**config.mk**
```make
export PLATFORM = sky130hd
export DESIGN_NAME = extremum_tracker_flat
export DESIGN_NICKNAME = d
export VERILOG_FILES = /design/src/rtl/extremum_tracker_pkg.sv /design/src/rtl/extremum_tracker_if.sv /design/src/rtl/extremum_tracker_lane.sv /design/src/rtl/extremum_tracker.sv /design/src/flat_wrapper.sv
export SDC_FILE = /design/constraint.sdc
export NUM_CORES = 1
export LEC_CHECK = 0
export CORE_MARGIN = 8
export CORE_UTILIZATION = 55
export CTS_CLUSTER_DIAMETER = 50
export CTS_CLUSTER_SIZE = 20
export DETAILED_ROUTE_END_ITERATION = 16
export PLACE_DENSITY = 0.75
export SYNTH_ARGS = -nofsm -noshare
export SYNTH_HDL_FRONTEND = slang
export SYNTH_HIERARCHICAL = 1
export SYNTH_SLANG_ARGS = --single-unit
```
**constraint.sdc**
```tcl
create_clock -name SYS_aclk -period 9.6 [get_ports SYS_aclk]
set_input_delay 1.92 -clock SYS_aclk [delete_from_list [all_inputs] [get_ports SYS_aclk]]
set_output_delay 1.92 -clock SYS_aclk [all_outputs]
set_load 0.01 [all_outputs]
```
**src/rtl/extremum_tracker_pkg.sv**
```systemverilog
// Shared types and constants for the multi-lane extremum tracker.
// Lane-level reset constants live in extremum_lane because they depend on the lane width.
package extremum_tracker_pkg;

  localparam int unsigned CNT_W   = 32;
  localparam int unsigned LOG_W   = 5;
  localparam int unsigned SHIFT_W = 3;

  typedef enum logic [1:0] {
    IDLE    = 2'b00,
    MEASURE = 2'b01,
    COMMIT  = 2'b10
  } state_e;

  // Lane width derived from the packed sample width and the lane count
  function automatic int unsigned lane_width(input int unsigned data_w, input int unsigned lanes);
    return data_w / lanes;
  endfunction

endpackage

```
**src/rtl/extremum_tracker_if.sv**
```systemverilog
// AXI-Stream sample bus feeding the extremum tracker.
interface extremum_tracker_if #(
  parameter int unsigned DATA_W = 32
);

  logic              tvalid;
  logic [DATA_W-1:0] tdata;
  logic              tready;

  modport master (output tvalid, output tdata, input tready);
  modport slave  (input tvalid, input tdata, output tready);

endinterface

```
**src/rtl/extremum_tracker_lane.sv**
```systemverilog
// One signed lane: running min/max over a window and the commit-time
// center/threshold arithmetic, with registered results.
module extremum_lane
  import extremum_tracker_pkg::*;
#(
  parameter int unsigned W = 16
) (
  input  logic                clk_i,
  input  logic                rst_ni,
  input  logic                sample_en_i,
  input  logic                sample_first_i,
  input  logic                commit_i,
  input  logic [SHIFT_W-1:0]  shift_i,
  input  logic signed [W-1:0] sample_i,
  output logic signed [W-1:0] lower_o,
  output logic signed [W-1:0] upper_o,
  output logic signed [W-1:0] center_o
);

  localparam logic [W-1:0] LANE_MAX_POS = {1'b0, {(W-1){1'b1}}};
  localparam logic [W-1:0] LANE_MAX_NEG = {1'b1, {(W-1){1'b0}}};

  logic signed [W-1:0] min_q, min_d, max_q, max_d;
  logic signed [W-1:0] lower_q, lower_d, upper_q, upper_d, center_q, center_d;
  logic signed [W:0]   min_x, max_x, sum_x, center_x, d_lo_x, d_hi_x, lo_x, hi_x;

  // Running extrema; the first sample of a window seeds both
  always_comb begin
    min_d = min_q;
    max_d = max_q;
    if (sample_en_i) begin
      if (sample_first_i) begin
        min_d = sample_i;
        max_d = sample_i;
      end else begin
        if (sample_i < min_q) min_d = sample_i;
        if (sample_i > max_q) max_d = sample_i;
      end
    end
  end

  // One extra bit keeps the sum and the extremum-to-center distances exact
  always_comb begin
    min_x    = {min_q[W-1], min_q};
    max_x    = {max_q[W-1], max_q};
    sum_x    = max_x + min_x;
    center_x = sum_x >>> 1;
    d_lo_x   = min_x - center_x;
    d_hi_x   = max_x - center_x;
    lo_x     = center_x + (d_lo_x >>> shift_i);
    hi_x     = center_x + (d_hi_x >>> shift_i);

    lower_d  = lower_q;
    upper_d  = upper_q;
    center_d = center_q;
    if (commit_i) begin
      lower_d  = W'(lo_x);
      upper_d  = W'(hi_x);
      center_d = W'(center_x);
    end
  end

  always_ff @(posedge clk_i) begin
    if (!rst_ni) begin
      min_q    <= '0;
      max_q    <= '0;
      lower_q  <= LANE_MAX_POS;
      upper_q  <= LANE_MAX_NEG;
      center_q <= '0;
    end else begin
      min_q    <= min_d;
      max_q    <= max_d;
      lower_q  <= lower_d;
      upper_q  <= upper_d;
      center_q <= center_d;
    end
  end

  assign lower_o  = lower_q;
  assign upper_o  = upper_q;
  assign center_o = center_q;

endmodule

```
**src/rtl/extremum_tracker.sv**
```systemverilog
// Multi-lane windowed min/max tracker publishing per-lane center and contracted
// thresholds once per window of 2^EF_log_count accepted samples.
module extremum_tracker
  import extremum_tracker_pkg::*;
#(
  parameter int unsigned AXIS_TDATA_WIDTH = 32,
  parameter int unsigned CHANNEL_COUNT    = 2
) (
  input  logic                        SYS_aclk,
  input  logic                        SYS_aresetn,
  input  logic                        EF_enable,
  input  logic [LOG_W-1:0]            EF_log_count,
  input  logic [SHIFT_W-1:0]          EF_shift,
  output logic [AXIS_TDATA_WIDTH-1:0] EF_lower_treshold,
  output logic [AXIS_TDATA_WIDTH-1:0] EF_upper_treshold,
  output logic [AXIS_TDATA_WIDTH-1:0] EF_center,
  output logic                        EF_update,
  extremum_tracker_if.slave           S_AXIS
);

  localparam int unsigned W = lane_width(AXIS_TDATA_WIDTH, CHANNEL_COUNT);

  state_e               state_q, state_d;
  logic [CNT_W-1:0]     cnt_q, cnt_d;
  logic [LOG_W-1:0]     log_q, log_d;
  logic [SHIFT_W-1:0]   shift_q, shift_d;
  logic                 update_q, update_d;

  logic last_c, cfg_load_c, sample_en_c, sample_first_c, commit_c;

  assign S_AXIS.tready = 1'b1;
  assign last_c = (cnt_q == ((CNT_W'(1) << log_q) - CNT_W'(1)));

  always_ff @(posedge SYS_aclk) begin
    if (!SYS_aresetn) state_q <= IDLE;
    else              state_q <= state_d;
  end

  // Abort in MEASURE has priority over the window-closing sample
  always_comb begin
    state_d = state_q;
    unique case (state_q)
      IDLE:    if (EF_enable) state_d = MEASURE;
      MEASURE: begin
        if (!EF_enable)                      state_d = IDLE;
        else if (S_AXIS.tvalid && last_c)    state_d = COMMIT;
      end
      COMMIT:  state_d = IDLE;
      default: state_d = IDLE;
    endcase
  end

  always_comb begin
    cfg_load_c     = 1'b0;
    sample_en_c    = 1'b0;
    sample_first_c = 1'b0;
    commit_c       = 1'b0;
    unique case (state_q)
      IDLE:    cfg_load_c = EF_enable;
      MEASURE: begin
        sample_en_c    = EF_enable && S_AXIS.tvalid;
        sample_first_c = (cnt_q == '0);
      end
      COMMIT:  commit_c = 1'b1;
      default: ;
    endcase
  end

  // Counter and config shadows; counter is cleared whenever the FSM idles
  always_comb begin
    cnt_d    = cnt_q;
    log_d    = log_q;
    shift_d  = shift_q;
    update_d = commit_c;
    if (state_q != MEASURE) cnt_d = '0;
    else if (sample_en_c)   cnt_d = cnt_q + CNT_W'(1);
    if (cfg_load_c) begin
      log_d   = EF_log_count;
      shift_d = EF_shift;
    end
  end

  always_ff @(posedge SYS_aclk) begin
    if (!SYS_aresetn) begin
      cnt_q    <= '0;
      log_q    <= '0;
      shift_q  <= '0;
      update_q <= 1'b0;
    end else begin
      cnt_q    <= cnt_d;
      log_q    <= log_d;
      shift_q  <= shift_d;
      update_q <= update_d;
    end
  end

  assign EF_update = update_q;

  for (genvar i = 0; i < int'(CHANNEL_COUNT); i++) begin : g_lane
    extremum_lane #(.W(W)) u_lane (
      .clk_i          (SYS_aclk),
      .rst_ni         (SYS_aresetn),
      .sample_en_i    (sample_en_c),
      .sample_first_i (sample_first_c),
      .commit_i       (commit_c),
      .shift_i        (shift_q),
      .sample_i       (S_AXIS.tdata[i*W +: W]),
      .lower_o        (EF_lower_treshold[i*W +: W]),
      .upper_o        (EF_upper_treshold[i*W +: W]),
      .center_o       (EF_center[i*W +: W])
    );
  end

endmodule

```
**src/flat_wrapper.sv**
```systemverilog
// flat-port wrapper written by rule: the top's interface ports become plain ports
module extremum_tracker_flat import extremum_tracker_pkg::*;
#(
  parameter int unsigned AXIS_TDATA_WIDTH = 32,
  parameter int unsigned CHANNEL_COUNT    = 2
)
  (SYS_aclk, SYS_aresetn, EF_enable, EF_log_count, EF_shift, EF_lower_treshold, EF_upper_treshold, EF_center, EF_update, S_AXIS_tvalid, S_AXIS_tdata, S_AXIS_tready);
  extremum_tracker_if #(.DATA_W(32)) S_AXIS_i ();
  input  logic SYS_aclk;
  input  logic SYS_aresetn;
  input  logic EF_enable;
  input  logic [LOG_W-1:0] EF_log_count;
  input  logic [SHIFT_W-1:0] EF_shift;
  output logic [AXIS_TDATA_WIDTH-1:0] EF_lower_treshold;
  output logic [AXIS_TDATA_WIDTH-1:0] EF_upper_treshold;
  output logic [AXIS_TDATA_WIDTH-1:0] EF_center;
  output logic EF_update;
  input wire logic [$bits(S_AXIS_i.tvalid)-1:0] S_AXIS_tvalid;
  input wire logic [$bits(S_AXIS_i.tdata)-1:0] S_AXIS_tdata;
  output wire logic [$bits(S_AXIS_i.tready)-1:0] S_AXIS_tready;
  assign S_AXIS_i.tvalid = S_AXIS_tvalid;
  assign S_AXIS_i.tdata = S_AXIS_tdata;
  assign S_AXIS_tready = S_AXIS_i.tready;
  extremum_tracker #(.AXIS_TDATA_WIDTH(AXIS_TDATA_WIDTH), .CHANNEL_COUNT(CHANNEL_COUNT)) u_core (.SYS_aclk(SYS_aclk), .SYS_aresetn(SYS_aresetn), .EF_enable(EF_enable), .EF_log_count(EF_log_count), .EF_shift(EF_shift), .EF_lower_treshold(EF_lower_treshold), .EF_upper_treshold(EF_upper_treshold), .EF_center(EF_center), .EF_update(EF_update), .S_AXIS(S_AXIS_i));
endmodule
```
---- Word level (Yosys, flattened, before mapping) ----
Index checks and enable logic that the tools add are counted.
W data, S select, Z words.
word-level totals
  register bits after elaboration ......... 203
  word-level logic and storage cells ...... 73
operators by class
  shifts and indexed selects .............. 5
  multiplexer cells ....................... 16
  reduce and logical (&&, ||, !) cells .... 14
  $lt $le $gt $ge ......................... 4
  equality and inequality tests ........... 6
  add/subtract/negate cells ............... 12
  bitwise gates (word level) .............. 1
operators with widths
  kind                     count
  $mux W16                 8
  $sshr A17 B3 Y16         4
  $sub A16 B16 Y17         4
  $add A16 B16 Y16         4
  $add A16 B16 Y17         2
  $add A32 B1 Y32 const B  1
  $eq A32 B32 Y1           1
  $gt A16 B16 Y1           2
  $logic_not A32 Y1        1
  $lt A16 B16 Y1           2
  $shl A1 B5 Y32 const A   1
  $sub A32 B1 Y32 const B  1
  $reduce_and A2 Y1        5
  $reduce_bool A2 Y1       4
  $mux W2                  3
  $mux W1                  4
  $pmux W2 S2              1
  $ne A3 B2 Y1 const B     1
  $eq A2 B1 Y1 const B     1
  $eq A2 B2 Y1 const B     1
  $logic_and A1 B1 Y1      2
  $logic_not A2 Y1         1
  $ne A2 B1 Y1 const B     1
  $ne A2 B2 Y1 const B     1
  2 further kinds          2

---- Longest topological paths before layout ----
Gate-level depths: netlist (run 1).
  word-level depth ........................ 7
  mapped depth ............................ 35

---- Cells and area by module ----
Netlist (run 1), hierarchy kept.
modules (own cells, without submodules)
  module                                   seq. area each (um^2)  area an instance (um^2)  times used  cells an instance
  extremum_lane (u_core.g_lane[0].u_lane)  1601.5                 8720.9                   1           1111
  extremum_lane (u_core.g_lane[1].u_lane)  1601.5                 8240.4                   1           1073
  extremum_tracker                         860.8                  2935.3                   1           385

---- Least setup slack after synthesis (run 1) ----
OpenSTA, ideal clock, no wires.
  kind .................................... register to register
  start ................................... register u_core.g_lane[1].u_lane.min_q[0]
  end ..................................... register u_core.g_lane[1].u_lane.lower_q[15]
  slack ................................... 3.174 ns
  data arrival time ....................... 6.293 ns
  setup time .............................. 0.133 ns
  required time ........................... 9.467 ns
  stages on the path, launching flop included .. 35
  path through ............................ dfxtp_1 > inv_1 > nor2_1 > fa_1 > a211o_1 > a21oi_2 > xnor2_1 > inv_1 > ha_1 > or2_2 > a21oi_1 > a21oi_1 > maj3_2 > maj3_2 > maj3_1 > xnor2_1 > mux2_2 > mux2i_1 > nor2_1 > a21oi_1 > ha_1 > inv_1 > o21ai_0 > a21oi_1 > o21ai_0 > a21o_1 > a21oi_1 > o21bai_1 > a21o_1 > a21o_1 > a21oi_1 > o221a_2 > o21bai_1 > xnor2_1 > a21oi_1
on the way
  longest elaborated chain between the ends .. 4
ends and longest elaborated chain
  item                                  line                         source
  from (decl)                           extremum_tracker_lane.sv:23  logic signed [W-1:0] min_q, min_d, max_q, max_d;
  from (signal assigned)                extremum_tracker_lane.sv:71  min_q <= min_d;
  $add A16 B16 Y17 *                    extremum_tracker_lane.sv:46  sum_x = max_x + min_x;
  net u_core.g_lane[1].u_lane.sum_x[6]  extremum_tracker_lane.sv:25  logic signed [W:0] min_x, max_x, sum_x, center_x, d_lo_x, d_hi_x, lo_x, hi_x;
  $sub A16 B16 Y17                      extremum_tracker_lane.sv:48  d_lo_x = min_x - center_x;
  $sshr A17 B3 Y16                      extremum_tracker_lane.sv:50  lo_x = center_x + (d_lo_x >>> shift_i);
  $add A16 B16 Y16 *                    extremum_tracker_lane.sv:50
  to (signal assigned)                  extremum_tracker_lane.sv:73  lower_q <= lower_d;
  to (decl)                             extremum_tracker_lane.sv:24  logic signed [W-1:0] lower_q, lower_d, upper_q, upper_d, center_q, center_d;
The timed path passes the listed nets; every way through them passes the cells marked *.
A chain may end at the register's enable or synchronous reset.

---- Worst setup path after layout (run 1) ----
  start ................................... register u_core.g_lane[1].u_lane.max_q[2]
  end ..................................... register u_core.g_lane[1].u_lane.upper_q[15]
on the way
  longest elaborated chain between the ends .. 4
ends and longest elaborated chain
  item                                  line                         source
  from (decl)                           extremum_tracker_lane.sv:23
  from (signal assigned)                extremum_tracker_lane.sv:72  max_q <= max_d;
  $add A16 B16 Y17 *                    extremum_tracker_lane.sv:46
  net u_core.g_lane[1].u_lane.sum_x[5]  extremum_tracker_lane.sv:25
  $sub A16 B16 Y17                      extremum_tracker_lane.sv:49  d_hi_x = max_x - center_x;
  $sshr A17 B3 Y16                      extremum_tracker_lane.sv:51  hi_x = center_x + (d_hi_x >>> shift_i);
  $add A16 B16 Y16 *                    extremum_tracker_lane.sv:51
  to (signal assigned)                  extremum_tracker_lane.sv:74  upper_q <= upper_d;
  to (decl)                             extremum_tracker_lane.sv:24
Marks and branches as above.

==> results.ini, run 1 <==
[clock_tree]
cts_resized = 0
clock_latency_ns = 0.56
cts_tree = built
clock-sinks = 203
clock_path_buffers = 3
cts_inserted_buffers = 29
cts_hold_buf = 0
cts-root-buf = clkbuf_16
clkTransAtPathRegs_ns = 0.06
post_cts.repair.setup_buffers = 0
htreeDepth = 1

[placement]
routabilityCongestion = 0.954
place_worst_setup_slack_ns = 2.36
hpwl_mm = 44.5
io_buffers = 140

[yosys]
yosysSeqAreaShare = 0.204
synth_area_mm2 = 0.0199
synthFlopType = dfxtp_1
synthTopCellsByArea = dfxtp_1 20%, ha_1 12%, mux2i_1 7.4%
synth.most_common_cell = nor2_1
netlist.area_leader.share = 0.204
synth.ff_latch_count = 203
synthTopCellsByCount = 248 x nor2_1, 238 x nand2_1, 203 x dfxtp_1, 195 x ha_1, 173 x a21oi_1
yosysWarnings = 6
synth.net_count = 2818
synth_top_area_cell = dfxtp_1
synth.avg_cell_area_um2 = 7.74
ys_types = 102
synth-async-reset-ratio = 0
synthCells = 2569
synth_edf_count = 0

[grt]
grt_pass1_vias = 18400
grtUsageTotal = 0.260
grt_antenna_before_repair = 2
grt_max_degree = 85
grt_pass1_wl_mm = 92.3
grt_overflow = 0

[final_layout]
layout-drive-gt1-share = 0.0611
nFillCells = 3171
fin_nets = 2877
area_growth_pct = 13.0

[setup_path]
reg2reg_to = u_core/g_lane[1].u_lane/upper_o[15]
path_delay_family = compound AO/OA/AOI/OAI gates
max_stage_delay_ns = 0.55
start_kind = flop
criticalPathCategory = reg2reg
cp_num_buf_inv = 2
r2r_cells = 27
crit_fanout = 5
cpMostUsedCell = a21oi_1
slowest_stage = o311ai_0
regToRegSetupSlack_ns = 2.31
arrival_ns = 7.74
worstPathRequired_ns = 10.05
reg2reg_from = u_core/g_lane[1].u_lane/max_q[2]
end_kind = flop

[timing]
relSlewSlack = 0.204
layout_setup_ws_ns = 2.31
period_needed_ns = 7.29
fin_setup_tns_ns = 0
fin_skew_ns = 0.0166
rsz0062_at_grt = false
finalHoldViolCount = 0
fmax_mhz = 137
finalSetupViolCount = 0
post-route-period-util = 0.760
drv_slew = 0
tightest_slew_ns = 1.19

[routing]
drtIter0Drc = 1139
totalWireLength_mm = 56.4
first_pass_iters = 8
wl_per_cell_um = 18.1
vias_per_cell = 6.00
vias = 18700
antenna_left = 0
route.detailed.drc = 0

[hold_path]
hold_class = reg2reg
hp-start = u_core/g_lane[1].u_lane/upper_o[10]
hold_depth = 2
min_to = u_core/g_lane[1].u_lane/upper_o[10]

[power]
peakVddDrop_uv = 168
p_leak_nw = 9.36
powerDensity_mw_per_mm2 = 138
power_mw = 3.11

[flow_run]
max_cap_viol_count = 0

[floorplan]
start_util = 0.559
dieArea_mm2 = 0.0425
rows = 69
core_mm2 = 0.0356
die_h_um = 206
io_pins = 142
die_x_um = 206

[run_status]
outcome = finished, final reports clean

## state kept, by name, indices dropped and copies added, names as in the netlist, 2 cells and up
name / cells
u_core/cnt_q: 32
u_core/g_lane.u_lane/center_o: 32
u_core/g_lane.u_lane/lower_o: 32
u_core/g_lane.u_lane/max_q: 32
u_core/g_lane.u_lane/min_q: 32
u_core/g_lane.u_lane/upper_o: 32
u_core/log_q: 5
u_core/shift_q: 3
u_core/state_q: 2
## kinds of logic (layout without fill, tap and decap cells)
group / count (synthesis) / count (layout) / share of synthesized area
DFF: 203 / 203 / 0.204
and+or+nand+nor: 826 / 826 / 0.199
AOI/OAI and AO/OA: 690 / 690 / 0.231
adders and majority gates: 220 / 220 / 0.141
other: 1 / 2 / 0.000188
muxes: 172 / 172 / 0.0915
xor gates and xnor gates: 163 / 163 / 0.0755
buffers and inverters: 294 / 375 / 0.0584
## worst max path at each step
stage / cells after the start / slack, ns / endpoint / start
global route: 29 / 1.65 / u_core/g_lane[1].u_lane/upper_o[15] / u_core/g_lane[1].u_lane/min_q[0]
detailed placement: 29 / 2.36 / u_core/g_lane[1].u_lane/upper_o[15] / u_core/g_lane[1].u_lane/min_q[0]
finish: 27 / 2.31 / u_core/g_lane[1].u_lane/upper_o[15] / u_core/g_lane[1].u_lane/max_q[2]
CTS: 28 / 2.33 / u_core/g_lane[1].u_lane/upper_o[15] / u_core/g_lane[1].u_lane/min_q[0]
global placement: 27 / 2.55 / u_core/g_lane[1].u_lane/upper_o[15] / u_core/g_lane[1].u_lane/min_q[2]
floorplan: 34 / 3.17 / u_core/g_lane[1].u_lane/lower_o[15] / u_core/g_lane[1].u_lane/min_q[0]
## layer usage
layer,global-route usage,vias to the layer above,wire length [um]
li1,-,9319,-
met1,0.308,8744,23600
met2,0.473,486,28100
met3,0.0287,133,2480
met4,0.101,2,2310
met5,0,-,10
## area by class of cell
cell class / instances / area [um2] / area share
diodes: 1 / 2.50 / 0.000111
clock buffers: 29 / 726 / 0.0323
clock inverters: 24 / 277 / 0.0123
inverters: 164 / 617 / 0.0274
multi-input cells: 2072 / 14700 / 0.653
flip-flops and latches: 203 / 4070 / 0.181
well taps: 461 / 577 / 0.0256
repair buffers: 158 / 1530 / 0.0682
## worst min-delay path: cells and delay by family (launching register included)
kind            cells  cell delay, ns
compound gates      1            0.05
flops               1            0.31
simple gates        1            0.06
## cells in the final DEF, fill, tap and decap left out, drive strengths merged, types with 36 or more instances in the layout
master         netlist  routed
mux2i              147     147
a21o                67      67
o21ai              172     172
xnor2              115     115
o211ai              36      36
a21oi              174     174
nor2               252     252
nor2b               83      83
xor2                44      44
clkdlybuf4s50        0     139
nand2              238     238
nand3               37      37
ha                 195     195
a211oi              44      44
inv                163     176
dfxtp              203     203
nor3                45      45
## stage by stage
step | hold WS [ns] | util | std cells | area, um2
after floorplan | 0.461 | - | 2569 | 19900
after global placement | 0.455 | 0.604 | 3058 | 21500
after detailed placement | 0.458 | 0.604 | 3058 | 21500
after CTS | 0.467 | 0.632 | 3111 | 22500
after global routing | 0.497 | 0.632 | 3112 | 22500
final | 0.464 | 0.632 | 3112 | 22500
## report_power, final
part	internal, mW	total, mW	switching (mW)
Clock	0.593	1.08	0.488
Sequential	0.850	0.871	0.0209
Combinational	0.489	1.16	0.670
Total	1.93	3.11	1.18
No activity file was read; power rests on OpenSTA's default activity.
==> run 2, diff against run 1 <==
clock period = 7.4 ns   (was 9.6 ns; I/O delays follow)
==> run 2 against run 1 <==
Against the previous run: fmax up 3.7%; non-clock buffer count up 9; via count up 1.1%; first-iteration DRC count down 6.3%; critical path type unchanged.
==> results.ini, run 2 (synthesis results as in run 1) <==
[run_status]
outcome = finished, final reports clean  ; unchanged

[final_layout]
most-common-layout-cells = 248 x nor2_1, 238 x nand2_1, 200 x dfxtp_1, 195 x ha_1, 167 x a21oi_1  ; was 248 x nor2_1, 238 x nand2_1, 200 x dfxtp_1, 195 x ha_1, 173 x a21oi_1
layout_commonest_cell = nor2_1  ; unchanged
fin_nets = 2884  ; was 2877
nFillCells = 3238  ; was 3171
area_growth_pct = 13.9  ; was 13.0%
layout-drive-gt1-share = 0.0701  ; was 0.0611

[floorplan]
core_mm2 = 0.0356  ; unchanged
io_pins = 142  ; unchanged
rows = 69  ; unchanged
dieArea_mm2 = 0.0425  ; unchanged
die_h_um = 206  ; unchanged
start_util = 0.559  ; unchanged
die_x_um = 206  ; unchanged

[routing]
route.met3.wl_mm = 2.33  ; was 2.48 mm
drtIter0Drc = 1067  ; was 1139
totalWireLength_mm = 57.2  ; was 56.4 mm
highest_layer = met4  ; was met5
antenna_left = 0  ; unchanged
wl_met2_mm = 28.0  ; was 28.1 mm
route.detailed.drc = 0  ; unchanged
wl_per_cell_um = 18.3  ; was 18.1 um
wl_met1_mm = 23.8  ; was 23.6 mm
vias = 18900  ; was 18700
first_pass_iters = 5  ; was 8
vias_per_cell = 6.06  ; was 6.00

[placement]
io_buffers = 140  ; unchanged
routabilityCongestion = 0.962  ; was 0.954
hpwl_mm = 45.3  ; was 44.5 mm

[grt]
grt_pass1_wl_mm = 92.4  ; was 92.3 mm
grtUsageTotal = 0.261  ; was 0.260
grt_pass1_vias = 18600  ; was 18400
grt_overflow = 0  ; unchanged
grt_antenna_before_repair = 2  ; unchanged
grt_max_degree = 78  ; was 85

[timing]
drv_slew = 0  ; unchanged
finalHoldViolCount = 0  ; unchanged
tightest_slew_ns = 1.20  ; was 1.19 ns
finalSetupViolCount = 0  ; unchanged
hold_ws_ns = 0.470  ; was 0.464 ns
relSlewSlack = 0.200  ; was 0.204
fin_skew_ns = 0.0190  ; was 0.0166 ns
rsz0062_at_grt = true  ; was false
fmax_mhz = 142  ; was 137 MHz
period_needed_ns = 7.03  ; was 7.29 ns
post-route-period-util = 0.950  ; was 0.760

[clock_tree]
htreeDepth = 1  ; unchanged
clock_path_buffers = 3  ; unchanged
cts-root-buf = clkbuf_16  ; unchanged
clock-sinks = 203  ; unchanged
clock_latency_ns = 0.55  ; was 0.56 ns
clkTransAtPathRegs_ns = 0.06  ; about the same
cts_tree = built  ; unchanged
cts_inserted_buffers = 27  ; was 29

[setup_path]
arrival_ns = 7.46  ; was 7.74 ns
max_stage_delay_ns = 0.42  ; was 0.55 ns
cpMostUsedCell = inv_1  ; was a21oi_1
start_kind = flop  ; unchanged
end_kind = flop  ; unchanged
slowest_stage = o41ai_1  ; was o311ai_0
cp_num_buf_inv = 4  ; was 2
crit_fanout = 5  ; unchanged
path_delay_family = compound AO/OA/AOI/OAI gates  ; unchanged
criticalPathCategory = reg2reg  ; unchanged
worstPathRequired_ns = 7.83  ; was 10.05 ns

[hold_path]
hold_class = reg2reg  ; unchanged

[flow_run]
max_cap_viol_count = 0  ; unchanged

[power]
power_mw = 4.05  ; was 3.11 mW
powerDensity_mw_per_mm2 = 179  ; was 138 mW/mm2
p_leak_nw = 9.48  ; was 9.36 nW
peakVddDrop_uv = 238  ; was 168 uV

[run 2: cell types whose count changed in the layout (fill, tap and decap cells not counted), sizes merged]
cell,previous run,this run
buf,19,28
inv,176,168
clkinv,10,5
bufinv,0,4
clkbuf,29,32
diode,1,2
[run 2: worst register-to-register path, delay by kind of cell (launching register included)]
family | cells | cell delay [ns]
mux | 2 | 0.39
buf+inv | 4 | 0.43
xor+xnor | 2 | 0.51
compound gates | 14 | 2.91
flops | 1 | 0.34
fa+ha+maj | 5 | 1.76
simple gates | 4 | 0.59
[run 2: path summary, 6_finish.rpt]
kind                                       startpoint                             endpoint  slack (ns)  cells past startpoint
hold reg to reg   u_core/g_lane[1].u_lane/lower_o[13]  u_core/g_lane[1].u_lane/lower_o[13]        0.47                      2
setup reg to reg     u_core/g_lane[1].u_lane/max_q[0]  u_core/g_lane[1].u_lane/upper_o[15]        0.37                     31
hold / removal    u_core/g_lane[1].u_lane/lower_o[13]  u_core/g_lane[1].u_lane/lower_o[13]        0.47                      2
setup / recovery     u_core/g_lane[1].u_lane/max_q[0]  u_core/g_lane[1].u_lane/upper_o[15]        0.37                     31
[run 2: power by group]
part / switching (mW) / internal [mW] / total, mW
logic: 0.872 / 0.642 / 1.51
registers: 0.0356 / 1.10 / 1.14
clock network: 0.539 / 0.860 / 1.40
[run 2: cell type report]
| class | instances | area, um2 | share of cell area |
|---|---|---|---|
| multi-input cells | 2072 | 14800 | 0.654 |
| flip-flops and latches | 203 | 4070 | 0.179 |
| repair buffers | 167 | 1600 | 0.0707 |
| clock buffers | 32 | 734 | 0.0324 |
| inverters | 164 | 617 | 0.0272 |
| well taps | 461 | 577 | 0.0255 |
| clock inverters | 15 | 231 | 0.0102 |
| diodes | 2 | 5.00 | 0.000221 |
[run 2: metrics by stage]
stage / cells / cell area (um2) / TNS (ns) / util / setup WS, ns
after global routing: 3116 / 22700 / -0.0783 / 0.637 / -0.0783
final: 3116 / 22700 / 0 / 0.637 / 0.369
after floorplan: 2569 / 19900 / 0 / - / 0.974
after detailed placement: 3065 / 21500 / 0 / 0.606 / 0.192
after CTS: 3112 / 22500 / 0 / 0.633 / 0.137
after global placement: 3065 / 21500 / 0 / 0.606 / 0.412
[run 2: routing by layer]
| metal | global-route usage | vias to the layer above |
|---|---|---|
| met5 | 0 | - |
| met4 | 0.130 | 0 |
| met3 | 0.0292 | 165 |
| met2 | 0.470 | 504 |
| met1 | 0.301 | 8891 |
| li1 | - | 9336 |
[run 2: timing repair]
item / CTS / global route
endpoints found under the setup margin: 0 / 19
hold buffers: 0 / 0
resized for setup: 0 / 28
buffers inserted: 0 / 2
